File: src/rtl/ula_seq.sv
// ============================================================================
// Module   : ula_seq
// Brief    : Multi-cycle ALU. Logic/arith ops finish in one cycle, shifts run
//            one bit per cycle, MUL is an LSB-first shift-add.
// Revision : 1.0 - initial release
// ============================================================================
`default_nettype none

module ula_seq #(
    parameter int WIDTH = 8
) (
    input  logic             c,
    input  logic             rst,
    input  logic             start,
    input  logic [2:0]       op,
    input  logic [WIDTH-1:0] a,
    input  logic [WIDTH-1:0] b,
    output logic             busy,
    output logic             done,
    output logic [WIDTH-1:0] result,
    output logic             zero,
    output logic             carry,
    output logic             negative,
    output logic             overflow
);

    localparam int SH_W  = $clog2(WIDTH);
    localparam int CNT_W = SH_W + 1;

    localparam logic [2:0] C_OP_ADD = 3'd0;
    localparam logic [2:0] C_OP_SUB = 3'd1;
    localparam logic [2:0] C_OP_AND = 3'd2;
    localparam logic [2:0] C_OP_OR  = 3'd3;
    localparam logic [2:0] C_OP_XOR = 3'd4;
    localparam logic [2:0] C_OP_SHL = 3'd5;
    localparam logic [2:0] C_OP_SHR = 3'd6;
    localparam logic [2:0] C_OP_MUL = 3'd7;

    localparam logic [CNT_W-1:0] C_CNT_ONE = CNT_W'(1);
    localparam logic [CNT_W-1:0] C_CNT_MUL = CNT_W'(WIDTH);

    typedef enum logic [0:0] {
        S_IDLE = 1'b0,
        S_EXEC = 1'b1
    } state_t;

    state_t             state_q, state_d;
    logic [2:0]         op_q, op_d;
    logic [CNT_W-1:0]   cnt_q, cnt_d;
    logic [WIDTH-1:0]   work_q, work_d;
    logic [2*WIDTH-1:0] mcand_q, mcand_d;
    logic [2*WIDTH-1:0] acc_q, acc_d;
    logic [WIDTH-1:0]   result_q, result_d;
    logic               zero_q, zero_d;
    logic               carry_q, carry_d;
    logic               negative_q, negative_d;
    logic               overflow_q, overflow_d;
    logic               done_q, done_d;

    logic [WIDTH:0]     w_sum;
    logic [WIDTH:0]     w_diff;
    logic [SH_W-1:0]    w_shamt;
    logic [2*WIDTH-1:0] w_acc_next;
    logic [WIDTH-1:0]   w_shift_next;
    logic               w_shift_out;
    logic               w_ld_en;
    logic [WIDTH-1:0]   w_ld_res;
    logic               w_ld_carry;
    logic               w_ld_ovf;

    assign w_sum      = {1'b0, a} + {1'b0, b};
    assign w_diff     = {1'b0, a} - {1'b0, b};
    assign w_shamt    = b[SH_W-1:0];
    // work_q doubles as the shifter operand and the (right-shifting) multiplier
    assign w_acc_next = acc_q + (work_q[0] ? mcand_q : '0);
    assign w_shift_next = (op_q == C_OP_SHL) ? (work_q << 1) : (work_q >> 1);
    assign w_shift_out  = (op_q == C_OP_SHL) ? work_q[WIDTH-1] : work_q[0];

    always_comb begin
        state_d    = state_q;
        op_d       = op_q;
        cnt_d      = cnt_q;
        work_d     = work_q;
        mcand_d    = mcand_q;
        acc_d      = acc_q;
        w_ld_en    = 1'b0;
        w_ld_res   = '0;
        w_ld_carry = 1'b0;
        w_ld_ovf   = 1'b0;

        case (state_q)
            S_IDLE: begin
                if (start) begin
                    op_d = op;
                    case (op)
                        C_OP_ADD: begin
                            w_ld_en    = 1'b1;
                            w_ld_res   = w_sum[WIDTH-1:0];
                            w_ld_carry = w_sum[WIDTH];
                            w_ld_ovf   = (a[WIDTH-1] == b[WIDTH-1]) && (w_sum[WIDTH-1] != a[WIDTH-1]);
                        end
                        C_OP_SUB: begin
                            w_ld_en    = 1'b1;
                            w_ld_res   = w_diff[WIDTH-1:0];
                            w_ld_carry = w_diff[WIDTH];
                            w_ld_ovf   = (a[WIDTH-1] != b[WIDTH-1]) && (w_diff[WIDTH-1] != a[WIDTH-1]);
                        end
                        C_OP_AND: begin
                            w_ld_en  = 1'b1;
                            w_ld_res = a & b;
                        end
                        C_OP_OR: begin
                            w_ld_en  = 1'b1;
                            w_ld_res = a | b;
                        end
                        C_OP_XOR: begin
                            w_ld_en  = 1'b1;
                            w_ld_res = a ^ b;
                        end
                        C_OP_SHL, C_OP_SHR: begin
                            if (w_shamt == '0) begin
                                w_ld_en  = 1'b1;
                                w_ld_res = a;
                            end else begin
                                state_d = S_EXEC;
                                cnt_d   = {1'b0, w_shamt};
                                work_d  = a;
                            end
                        end
                        default: begin
                            state_d = S_EXEC;
                            cnt_d   = C_CNT_MUL;
                            work_d  = b;
                            mcand_d = {{WIDTH{1'b0}}, a};
                            acc_d   = '0;
                        end
                    endcase
                end
            end
            S_EXEC: begin
                cnt_d = cnt_q - C_CNT_ONE;
                if (op_q == C_OP_MUL) begin
                    acc_d      = w_acc_next;
                    mcand_d    = mcand_q << 1;
                    work_d     = work_q >> 1;
                    w_ld_res   = w_acc_next[WIDTH-1:0];
                    w_ld_carry = |w_acc_next[2*WIDTH-1:WIDTH];
                end else begin
                    work_d     = w_shift_next;
                    w_ld_res   = w_shift_next;
                    w_ld_carry = w_shift_out;
                end
                if (cnt_q == C_CNT_ONE) begin
                    state_d = S_IDLE;
                    w_ld_en = 1'b1;
                end
            end
            default: state_d = S_IDLE;
        endcase

        result_d   = w_ld_en ? w_ld_res          : result_q;
        zero_d     = w_ld_en ? (w_ld_res == '0)  : zero_q;
        carry_d    = w_ld_en ? w_ld_carry        : carry_q;
        negative_d = w_ld_en ? w_ld_res[WIDTH-1] : negative_q;
        overflow_d = w_ld_en ? w_ld_ovf          : overflow_q;
        done_d     = w_ld_en;
    end

    always_ff @(posedge c) begin
        if (rst) begin
            state_q    <= S_IDLE;
            op_q       <= '0;
            cnt_q      <= '0;
            work_q     <= '0;
            mcand_q    <= '0;
            acc_q      <= '0;
            result_q   <= '0;
            zero_q     <= 1'b1;
            carry_q    <= 1'b0;
            negative_q <= 1'b0;
            overflow_q <= 1'b0;
            done_q     <= 1'b0;
        end else begin
            state_q    <= state_d;
            op_q       <= op_d;
            cnt_q      <= cnt_d;
            work_q     <= work_d;
            mcand_q    <= mcand_d;
            acc_q      <= acc_d;
            result_q   <= result_d;
            zero_q     <= zero_d;
            carry_q    <= carry_d;
            negative_q <= negative_d;
            overflow_q <= overflow_d;
            done_q     <= done_d;
        end
    end

    assign busy     = (state_q == S_EXEC);
    assign done     = done_q;
    assign result   = result_q;
    assign zero     = zero_q;
    assign carry    = carry_q;
    assign negative = negative_q;
    assign overflow = overflow_q;

endmodule

`default_nettype wire

File: config.mk
export PLATFORM = sky130hd
export DESIGN_NAME = ula_seq
export DESIGN_NICKNAME = d
export VERILOG_FILES = /design/src/rtl/ula_seq.sv
export SDC_FILE = /design/constraint.sdc
export NUM_CORES = 1
export LEC_CHECK = 0
export ABC_AREA = 1
export BUFFER_PORTS_ARGS = -buffer_cell sky130_fd_sc_hd__clkbuf_2
export CAP_MARGIN = 15
export CORE_UTILIZATION = 60
export CTS_CLUSTER_SIZE = 16
export DETAILED_ROUTE_END_ITERATION = 12
export MAX_ROUTING_LAYER = met4
export PLACE_DENSITY = 0.75
export SLEW_MARGIN = 20
export SYNTH_ARGS = -nofsm -noshare
export SYNTH_HDL_FRONTEND = slang
export SYNTH_SLANG_ARGS = --single-unit
File: constraint.sdc
create_clock -name c -period 5.59 [get_ports c]
set_clock_uncertainty 0.2 [all_clocks]
set_input_delay 1.118 -clock c [delete_from_list [all_inputs] [get_ports c]]
set_output_delay 1.118 -clock c [all_outputs]
set_load 0.005 [all_outputs]
==> summary by stage, run 1 <==
Outcome
The run finished with clean final reports.

Detailed routing
The number of vias after detailed routing is 5,867. The final routed wirelength across all metal layers is 15,900 um. In this run the remaining antenna-violating nets after routing total 0. The number of optimization iterations in the first detailed-route pass is 5. The ratio of routed vias to standard cells is 5.80. The starting DRC count in detailed routing is 611. Dividing the detail-routed wire length by the instance count gives 15.8 um. The remaining design rule violation count is 0.

Pwr
In this run the power density over the cells is 209 mW/mm2. The sequential group share of total power is 39.3%. The post-layout total power is 1.19 mW. In this run the power spent charging and discharging nets is 0.389 mW. IR analysis of the VDD net gives a maximum drop of 0.148 mV. Net switching is 32.7% of the power. The proportion of power drawn by the clock network is 37.7%. Summed over all cells, the static leakage comes to 3.07 nW. Combinational logic is responsible for 23.0% of the overall power. Internal power comes to 0.798 mW.

Global routing
The via count of the first global-routing pass is 5,203. The total routing usage reported by global routing is 37.8%. The initial antenna violation count was 0. The remaining global-route overflow is 0. The largest net degree at the start of global routing is 35. The global-route wire length before repair is 25,500 um.

Timing
The final-layout setup total negative slack is 0 ps. Setup violations remaining at the end of the flow were counted as 0. The total count of max-transition violations in the final report is 0.

The maximum clock rate is 301 MHz. The worst-margin pin slew is 1070 ps. Across all hold checks on the routed design, the worst slack comes to 270 ps. The final critical path time including I/O delays and setup is 3330 ps. The worst path meets setup with 2260 ps of slack.

Measured against its own limit, the worst slew margin works out to 28.4%. The number of failing hold endpoints at the final stage is 0. Setup repair after global routing left no endpoint under its margin. Dividing the final minimum period by the clock period gives 59.5%.

Yosys
The post-synth net total is 951. The fraction of synthesis flops using an asynchronous set or reset pin is 0%. Summing every instance area after synthesis gives 0.00531 mm2. The flip-flop cell with the highest count after synthesis is dfxtp_1. The count of different cell masters after synthesis is 39. The instance count of the mapped netlist is 884. In this run, synthesis produced a sequential element count of 60. The number of flops mapped to enable cells by yosys is 0.

Sorting the synthesized cells by area gives the leading types as dfxtp_1 (23%), nand2_1 (20%), ha_1 (9.9%), inv_1 (9.3%), nand3_1 (7.9%). The largest area contributor in the synthesized netlist is dfxtp_1. Counting instances in the post-synthesis netlist gives the leading cell types as nand2_1 (284), inv_1 (132), nand3_1 (84).

nand2_1 is the most common cell in the netlist. The mean instance size in the synthesized netlist is 6.00 um2. The sequential area share after synthesis is 22.6%. The portion of synthesized cell area occupied by the leading cell type is 22.6%. The total number of yosys warnings is 0.

Worst setup path
The category of the worst setup path launch point is a primary input. The worst endpoint required time is 5630 ps. The origin of the worst setup path is a[0]. The arrival time reported for the critical path endpoint is 3370 ps. The critical path is of the in -> reg type. The reg-to-reg startpoint is busy. The maximum fanout along the worst path is 5. Measured in cells, the most critical reg-to-reg path has a length of 7. The capturing element type of the critical path is a register.

Floorplan
Pin placement for this block handled 36 I/O pins. The starting utilization of the core area is 63.3%. The floorplan has 33 rows. The die covers 0.00922 mm2. The die width is 96.0 um. The height of the die is 96.0 um.

The area of the core is 0.00838 mm2.

Clock network
The number of hold buffers added after CTS was 0. The clock drives 60 sinks. Once the clock tree was built, the resizer swapped 0 gates to a different size. The H-tree depth is 3.

In this run the deepest clock path goes through 2 buffers. The clock-pin slew on the worst setup and hold paths is 70 ps. The cell at the root of the clock tree is clkbuf_8.

The number of setup buffers added after CTS is 0. For the worst-skew pair, the clock arrives at the later sink with an insertion delay of 350 ps. TritonCTS built the clock tree. The number of clock buffers inserted by TritonCTS is 9.

Place
The count of buffers inserted at the top-level ports is 35. The setup slack at placement is 1990 ps. The global placer's final weighted congestion is 1.10. The wire-length estimate of the detail-placed layout is 12,400 um. The cell count after placement is 995. The instance area at placement is 0.00546 mm2.

Finish
The final standard cell count with taps included and fillers excluded is 1,011. From synthesis to final layout, the design area changed by 7.10%. The number of inserted diodes is 0. The finished cells cover 0.00568 mm2. The proportion of layout cells with a drive suffix above 1 is 9.05%. Once layout is complete, the utilization of the core stands at 67.8%. The layout net count is 968.

Worst hold path
The kind of path behind the tightest hold check is reg -> reg. The source of the worst hold timing path is acc_q[10]. Along the worst hold path, the cell count comes to 2.

Job
The max-cap check violation count is 0.
[area by class of cell]
class / count / area [um2]
multi-input combinational: 656 / 3420
fill: 756 / 2700
sequential: 60 / 1200
inverter: 138 / 520
timing repair buffer: 36 / 183
clock buffer: 11 / 141
tap: 105 / 131
clock inverter: 5 / 85.1
[layout by cell type (no fill, tap or decap), types with 10 or more instances in the layout]
cell type	n
o21ai_0	41
clkbuf_8	10
ha_1	42
dfxtp_1	60
clkbuf_2	35
a21oi_1	58
nand2_1	284
nand4_1	16
a31oi_1	12
nor2_1	55
nand3_1	84
inv_1	132
[sequential cells by signal, summed over array words and instances, names as in the netlist]
name and cells:
acc_q 16, mcand_q 16, result 8, work_q 8, cnt_q 4, op_q 3
busy 1, carry 1, done 1, overflow 1, zero 1
[per-layer routing]
metal	vias to the layer above	GRT usage (%)	share of wire, %
met5	-	-	0
met4	0	14.3	3.3
met3	57	10.3	11
met2	300	56.2	43
met1	2650	48.7	43
li1	2860	-	-
[logic make-up after synthesis]
group | count (synthesis) | share of synthesized area (%)
AOI/OAI and AO/OA | 132 | 14.0
xor gates and xnor gates | 5 | 0.825
adders and majority gates | 45 | 11.0
buffers and inverters | 168 | 12.9
DFF | 60 | 22.6
and+or+nand+nor | 474 | 38.6
[power by group through the flow]
stage / clock network, mW / logic [mW] / registers, mW
2_1_floorplan: 0 / 0.187 / 0.470
3_3_place_gp: 0 / 0.260 / 0.475
3_5_place_dp: 0 / 0.263 / 0.476
4_1_cts: 0.454 / 0.264 / 0.466
5_1_grt: 0.477 / 0.299 / 0.469
6_report: 0.447 / 0.272 / 0.467
[path summary, 6_finish.rpt]
check | endpoint | slack, ps
setup reg to reg | mcand_q[2] | 2320
hold / removal | acc_q[10] | 270
setup / recovery | result[6] | 2260
hold reg to reg | acc_q[10] | 270
[critical path, cell delays in order]
cell,delay (ps)
clkbuf_2,180
inv_1,90
ha_1,240
fa_1,490
inv_1,130
nand4_1,150
nand3_1,130
nand2_1,70
nand3_1,80
nand3_1,140
a21oi_1,300
nand2_1,100
nand3_1,80
inv_1,60
Note: power is estimated with default switching activity, not from simulation.
==> run 2, diff against run 1 <==
--- a/config.mk
+++ b/config.mk
@@ -5,14 +5,14 @@
 export SDC_FILE = /design/constraint.sdc
 export NUM_CORES = 1
 export LEC_CHECK = 0
-export ABC_AREA = 1
+export ABC_AREA = 0
 export BUFFER_PORTS_ARGS = -buffer_cell sky130_fd_sc_hd__clkbuf_2
 export CAP_MARGIN = 15
-export CORE_UTILIZATION = 60
+export CORE_UTILIZATION = 56
 export CTS_CLUSTER_SIZE = 16
 export DETAILED_ROUTE_END_ITERATION = 12
 export MAX_ROUTING_LAYER = met4
-export PLACE_DENSITY = 0.75
+export PLACE_DENSITY = 0.74
 export SLEW_MARGIN = 20
 export SYNTH_ARGS = -nofsm -noshare
 export SYNTH_HDL_FRONTEND = slang
==> constraint.sdc (replaced) <==
create_clock -name c -period 3.01 [get_ports c]
set_clock_uncertainty 0.2 [all_clocks]
set_input_delay 0.602 -clock c [delete_from_list [all_inputs] [get_ports c]]
set_output_delay 0.602 -clock c [all_outputs]
set_load 0.005 [all_outputs]
==> run 2 against run 1 <==
Against the previous run: the flow now finishes with violations (negative setup slack); critical path depth down 3; clock-buffer cell count down 1; global-route usage down 2.9 points; power up 81%; critical path type is now reg -> reg; critical endpoint is now carry; largest power group unchanged; highest routed layer unchanged.
==> summary by stage, run 2 <==
Pwr
The static power due to leakage is 2.71 nW (-12%). The power per cell area is 340 mW/mm2 (+63%). The post-layout total power is 2.15 mW (+81%). The maximum vdd ir drop is 0.278 mV (+88%).

Yosys
The XOR/XNOR share of the synthesized area is 2.99% (+2.2 points). Yosys attributes the largest share of cell area to dfxtp_1 (24%), ha_1 (11%), nor2_1 (6.6%), a21oi_1 (5.3%), nand2_1 (4.4%). Sorting the synthesized cells by how often they occur yields nor2_1 (87), dfxtp_1 (60), nand2_1 (59). The flip-flop cell with the highest count after synthesis is dfxtp_1. The most frequently used cell type in the post-synthesis netlist is nor2_1.

Of all cell types, the one taking the most synthesized area is dfxtp_1. The post-synthesis cell area is 0.00498 mm2 (-6.2%). After synthesis, the largest family of logic cells by area is compound AO/OA/AOI/OAI gates. The sequential area share after synthesis is 24.1% (+1.5 points). The number of flops mapped to enable cells by yosys was 0 (unchanged). The instance count of the mapped netlist is 656 (-26%). The total of flip-flops plus latches after synthesis was 60 (unchanged). The post-synth net total is 723 (-24%).

The simple-gate share of the synthesized area is 23.5% (-15 points). The total number of yosys warnings is 0 (unchanged). The portion of synthesized cell area occupied by the leading cell type is 24.1% (+1.5 points). The mean instance size in the synthesized netlist is 7.59 um2 (+26%). The fraction of synthesis flops using an asynchronous set or reset pin is 0% (unchanged). The mux cell area share after synthesis is 3.27% (+3.3 points). The count of different cell masters after synthesis is 74 (+90%). The post-synthesis compound-gate area fraction was 28.6% (+15 points). The fraction of the mapped netlist area in adder cells is 11.8% (+0.72 points).

Floorplan
The top-level I/O count is 36 (unchanged). The site row count is 34 (+3.0%). The height of the die was 96.3 um (+0.27%).

The starting utilization of the core area came to 57.4% (-5.9 points). The die outline area is 0.00927 mm2 (+0.54%). The area of the core is 0.00868 mm2 (+3.5%).

The die width is 96.3 um (+0.27%).

Detailed routing
The final routed wirelength across all metal layers is 15,900 um (about the same). The remaining number of nets flagged by the antenna check after routing was 0 (unchanged). The number of optimization iterations in the first detailed-route pass is 6 (+1). The starting DRC count in detailed routing is 409 (-33%). The remaining design rule violation count came to 0 (unchanged).

The average wire per standard cell is 18.3 um (+16%). The ratio of routed vias to standard cells was 6.23 (+7.4%). The number of vias after detailed routing is 5,424 (-7.6%).

Clock network
The insertion delay to the later sink of the worst-skew pair is 350 ps (about the same). The clock net sink count is 60 (unchanged). The number of buffers added to fix hold violations after cts came to 0 (unchanged). The number of clock buffers inserted by TritonCTS is 9 (unchanged).

The H-tree depth came to 3 (unchanged). The cell at the root of the clock tree is clkbuf_8. The clock-pin slew on the worst setup and hold paths is 80 ps (about the same). The maximum number of buffers from clock root to sink was 2 (unchanged).

TritonCTS built the clock tree.

Timing
The final critical-path setup slack is -0.327 ps (-2260 ps). The setup violation total in the final timing report is 1 (+1). The worst slew slack as a fraction of its limit is 40.6% (+12 points). The worst-margin pin slew is 892 ps (-179 ps). The maximum clock rate is 332 MHz. The number of failing hold endpoints at the final stage came to 0 (unchanged).

Subtracting the final worst setup slack from the clock period gives 3010 ps. In the finished design, the share of the clock period the worst path needs comes to 100%. Setup repair after global routing could not meet its margin everywhere.

The total count of max-transition violations in the final report is 0 (unchanged).

Job
The max-cap check violation count is 0 (unchanged).

Finish
The area growth from synthesis to layout is 27.0%. The largest registers in the layout are acc_q: 16 flops, mcand_q: 16 flops. The proportion of layout cells with a drive suffix above 1 is 26.6% (+18 points). In the layout the commonest cells are buf_4 (98), nor2_1 (87), nand2_1 (59), dfxtp_1 (59), a21oi_1 (47). Leaving out fill and tap cells, the most frequent cell in the layout is buf_4. The number of inserted diodes is 0 (unchanged). The layout net count came to 824 (-15%). The final core utilization is 72.9% (+5.1 points).

Worst setup path
The worst endpoint required time came to 3050 ps (-2580 ps). The depth of the worst register-to-register path is 11 (+4). STA classifies the critical path endpoint as a register.

The arrival time reported for the critical path endpoint came to 3050 ps (-320 ps). The worst setup path is launched from a register. The critical path class is reg -> reg. The maximum fanout along the worst path is 10 (+5).

Worst hold path
The worst hold path belongs to the class reg -> reg. The depth of the worst hold-timing path was 2 (unchanged).

Global routing
The largest net degree at the start of global routing was 43 (+23%). The global-route wire length before repair is 24,200 um (-5.2%). The via count of the first global-routing pass was 4,910 (-5.6%). The initial antenna violation count is 0 (unchanged). The total routing usage reported by global routing came to 35.0% (-2.9 points). The remaining global-route overflow came to 0 (unchanged).

Outcome
The run finished, with violations left. The final reports fail on negative setup slack.

Place
The global placer's final weighted congestion is 0.941 (-14%). The HPWL reported at the end of detailed placement came to 11,900 um (-3.7%). The count of buffers inserted at the top-level ports is 35 (unchanged).
run 2: critical path, cell delays in order, from the launching register on:
cell and delay [ps]:
dfxtp_4 360, buf_6 140, and2_1 180, ha_4 240
buf_4 160, a41oi_4 250, nand2_1 100, a41o_1 260
xor2_1 160, or4_4 570, nor4_4 210, nor4_1 80
run 2: cell families (layout without fill, tap and decap cells):
| family | count (synthesis) | after routing |
|---|---|---|
| simple gates | 246 | 246 |
| compound gates | 200 | 200 |
| buf+inv | 72 | 178 |
| flops | 60 | 60 |
| fa+ha+maj | 45 | 45 |
| xor+xnor | 17 | 17 |
| mux | 16 | 16 |
run 2: timing repair:
item | 4_1_cts | 5_1_grt
setup buffers | 0 | 4
gates resized for setup | 7 | 46
pin swaps | 1 | 17
setup endpoints to repair | 3 | 5
run 2: through the flow:
step	cell area, um2	hold slack (ps)	setup slack [ps]	TNS, ps	cells
2_1_floorplan	5000	241	6.15	0	656
3_3_place_gp	5830	248	-185	-674	850
3_5_place_dp	5830	258	-254	-970	850
4_1_cts	6060	268	6.30	0	866
5_1_grt	6330	303	-93.6	-109	870
6_report	6330	268	-0.327	-0.327	870
run 2: area by class of cell:
| class | count | area [um2] |
|---|---|---|
| inverters | 27 | 101 |
| repair buffers | 135 | 933 |
| clock buffers | 10 | 128 |
| flip-flops and latches | 60 | 1200 |
| clock inverters | 6 | 65.1 |
| well taps | 108 | 135 |
| fillers | 717 | 2350 |
| multi-input cells | 524 | 3760 |
run 2: power breakdown:
group | total, mW | switching (mW) | internal (mW)
clock network | 0.744 | 0.364 | 0.381
registers | 0.864 | 0.0356 | 0.829
logic | 0.544 | 0.306 | 0.238
total | 2.15 | 0.705 | 1.45
run 2: final timing paths:
check	start	end	slack (ps)
max	work_q[0]	carry	-0.3
min	acc_q[11]	acc_q[11]	270
max reg2reg	work_q[0]	carry	-0.3
min reg2reg	acc_q[11]	acc_q[11]	270
run 2: layer usage:
metal	share of wire (%)	wire length, um	up-vias	global-route usage [%]
met5	0	0	-	-
met3	6.6	1050	50	4.11
met1	44	7010	2527	45.9
met4	3.2	502	0	12.6
met2	46	7360	252	55.3
li1	-	-	2595	-
==> run 3, diff against run 2 <==
--- a/config.mk
+++ b/config.mk
@@ -8,7 +8,9 @@
 export ABC_AREA = 0
 export BUFFER_PORTS_ARGS = -buffer_cell sky130_fd_sc_hd__clkbuf_2
 export CAP_MARGIN = 15
-export CORE_UTILIZATION = 56
+export CELL_PAD_IN_SITES_DETAIL_PLACEMENT = 2
+export CELL_PAD_IN_SITES_GLOBAL_PLACEMENT = 2
+export CORE_UTILIZATION = 33
 export CTS_CLUSTER_SIZE = 16
 export DETAILED_ROUTE_END_ITERATION = 12
 export MAX_ROUTING_LAYER = met4
==> run 3 against run 2 <==
Against the previous run: global-route usage fell by 2.3 points; the run ends with design-rule violations, negative setup slack left; power rose by 21%; via count rose by 11%.
==> summary by stage, run 3 (synthesis results as in run 2) <==
Clock network
In this run the clock root is driven by a clkbuf_16. The number of buffers added to fix hold violations after cts is 0 (unchanged). The number of clock buffers inserted by TritonCTS is 9 (unchanged). The insertion delay to the later sink of the worst-skew pair is 360 ps (about the same).

TritonCTS built the clock tree. The maximum number of buffers from clock root to sink is 2 (unchanged). The H-tree depth is 3 (unchanged).

The clock-pin slew on the worst setup and hold paths is 60 ps (-20 ps). The clock net sink count is 60 (unchanged).

Detailed routing
The ratio of routed vias to standard cells came to 6.21 (-0.39%). The starting DRC count in detailed routing is 519 (+27%). The final routed wirelength across all metal layers is 26,500 um (+66%). The number of optimization iterations in the first detailed-route pass is 10 (+4).

The remaining number of nets flagged by the antenna check after routing is 0 (unchanged). The remaining design rule violation count is 6 (+6). The number of vias after detailed routing was 6,036 (+11%).

The average wire per standard cell is 27.2 um (+49%).

Timing
The maximum clock rate is 312 MHz (-6.1%). The worst slew slack as a fraction of its limit is 60.8% (+20 points). The final critical path time including I/O delays and setup was 3200 ps (+194 ps). Setup repair after global routing could not meet its margin everywhere. The setup violation total in the final timing report is 4 (+3).

The final critical-path setup slack is -195 ps (-194 ps). The total count of max-transition violations in the final report is 0 (unchanged). The final-layout setup total negative slack is -402 ps (-401 ps). The final worst-path cycle share is 106% (+6.5 points).

The number of failing hold endpoints at the final stage is 0 (unchanged). The worst-margin pin slew is 588 ps (-304 ps).

Floorplan
The height of the die is 125 um (+30%). The top-level I/O count is 36 (unchanged). The site row count is 44 (+29%). The area of the core is 0.0146 mm2 (+69%). The die width is 125 um (+30%). The die outline area is 0.0156 mm2 (+68%). The starting utilization of the core area was 34.0% (-23 points).

Worst setup path
The critical path starts at work_q[0]. By startpoint and endpoint, the worst setup path is classified as reg -> reg. The worst endpoint required time is 3040 ps (about the same).

The arrival time reported for the critical path endpoint is 3230 ps (+180 ps). STA classifies the critical path endpoint as a register. The setup slack of the most critical reg-to-reg path is -190 ps (-190 ps). The maximum fanout along the worst path is 16 (+6). The reg-to-reg startpoint is work_q[0]. The worst setup path is launched from a register.

Place
The setup slack at placement was -388 ps (-134 ps). The global placer's final weighted congestion is 0.964 (+2.4%). The cell count after placement is 945 (+11%).

The HPWL reported at the end of detailed placement is 16,200 um (+36%). The count of buffers inserted at the top-level ports is 35 (unchanged). The instance area at placement is 0.00609 mm2 (+4.6%).

Finish
The final cell area excluding filler cells is 0.00684 mm2 (+8.1%). The layout net count is 851 (+3.3%). The number of inserted diodes was 0 (unchanged).

The most common cell after layout, fill and taps aside is buf_4. The final core utilization is 46.7% (-26 points). The proportion of layout cells with a drive suffix above 1 is 31.7% (+5.1 points). The final standard cell count with taps included and fillers excluded is 972 (+12%). The synthesis-to-finish area growth is 37.4%.

The largest registers in the layout are acc_q: 16 flops, mcand_q: 16 flops. In the layout the commonest cells are buf_4 (123), nor2_1 (85), dfxtp_1 (59).

Outcome
The checks that failed: design-rule violations, negative setup slack. The flow ran to the end, but the final reports show violations.

Global routing
The via count of the first global-routing pass is 6,403 (+30%). The largest net degree at the start of global routing is 44 (+2.3%). The initial antenna violation count came to 0 (unchanged). The total routing usage reported by global routing was 32.7% (-2.3 points). The global-route wire length before repair is 37,500 um (+55%). The remaining global-route overflow was 0 (unchanged).

Worst hold path
The tightest min-delay check is of the reg -> reg type. In this run the most critical hold path is launched from overflow.

Pwr
The power per cell area was 380 mW/mm2 (+12%). The maximum vdd ir drop was 0.323 mV (+16%). The static power due to leakage was 2.91 nW (+7.3%).

Job
The max-cap check violation count is 0 (unchanged).
==> run 3: changes by cell type in the layout (fill, tap and decap cells not counted), sizes merged <==
cell	previous run	this run
buf	100	127
clkinvlp	4	1
clkinv	2	4
==> run 3: metal layers <==
| metal | global-route usage, % | share of wire, % | up-vias | wire length [um] |
|---|---|---|---|---|
| li1 | - | - | 2652 | - |
| met1 | 39.3 | 42 | 3077 | 11100 |
| met2 | 54.2 | 50 | 219 | 13300 |
| met3 | 5.24 | 3.9 | 88 | 1040 |
| met4 | 13.8 | 3.9 | 0 | 1020 |
| met5 | - | 0 | - | 0 |
==> run 3: power by group <==
part | total, mW | switching, mW | internal (mW)
Sequential | 0.867 | 0.0375 | 0.830
Combinational | 0.641 | 0.384 | 0.257
Clock | 1.09 | 0.436 | 0.655
==> run 3: metrics by stage <==
stage,hold slack [ps],power [mW]
after global placement,253,1.43
after detailed placement,270,1.47
after CTS,277,2.53
final,285,2.60
after global routing,313,2.68
after floorplan,241,1.20
==> run 3: final cells by class <==
cell class,count,area [um2]
clock buffer,10,239
fill,1632,7800
multi-input combinational,524,3850
sequential,60,1200
tap,184,230
inverter,27,101
timing repair buffer,162,1160
clock inverter,5,52.6
==> run 3: what timing repair did <==
item | 4_1_cts | 5_1_grt
pin swaps | 6 | 25
gates resized for setup | 24 | 55
setup endpoints to repair | 4 | 11
buffers inserted | 5 | 10
cloned | 0 | 0
==> run 3: path summary, 6_finish.rpt <==
check / to / cells after the start
worst max-delay path: carry / 12
worst min register to register: overflow / 2
worst max register to register: carry / 12
worst min-delay path: overflow / 2
==> run 3: critical path, cell delays in order, from the launching register on <==
cell	delay, ps
dfxtp_4	360
buf_12	150
and2_1	210
ha_4	310
buf_6	140
nand3_4	100
a21bo_4	260
a21oi_4	190
o21ba_4	160
o211ai_1	130
or4_4	560
nor4_4	250
nor4_2	70
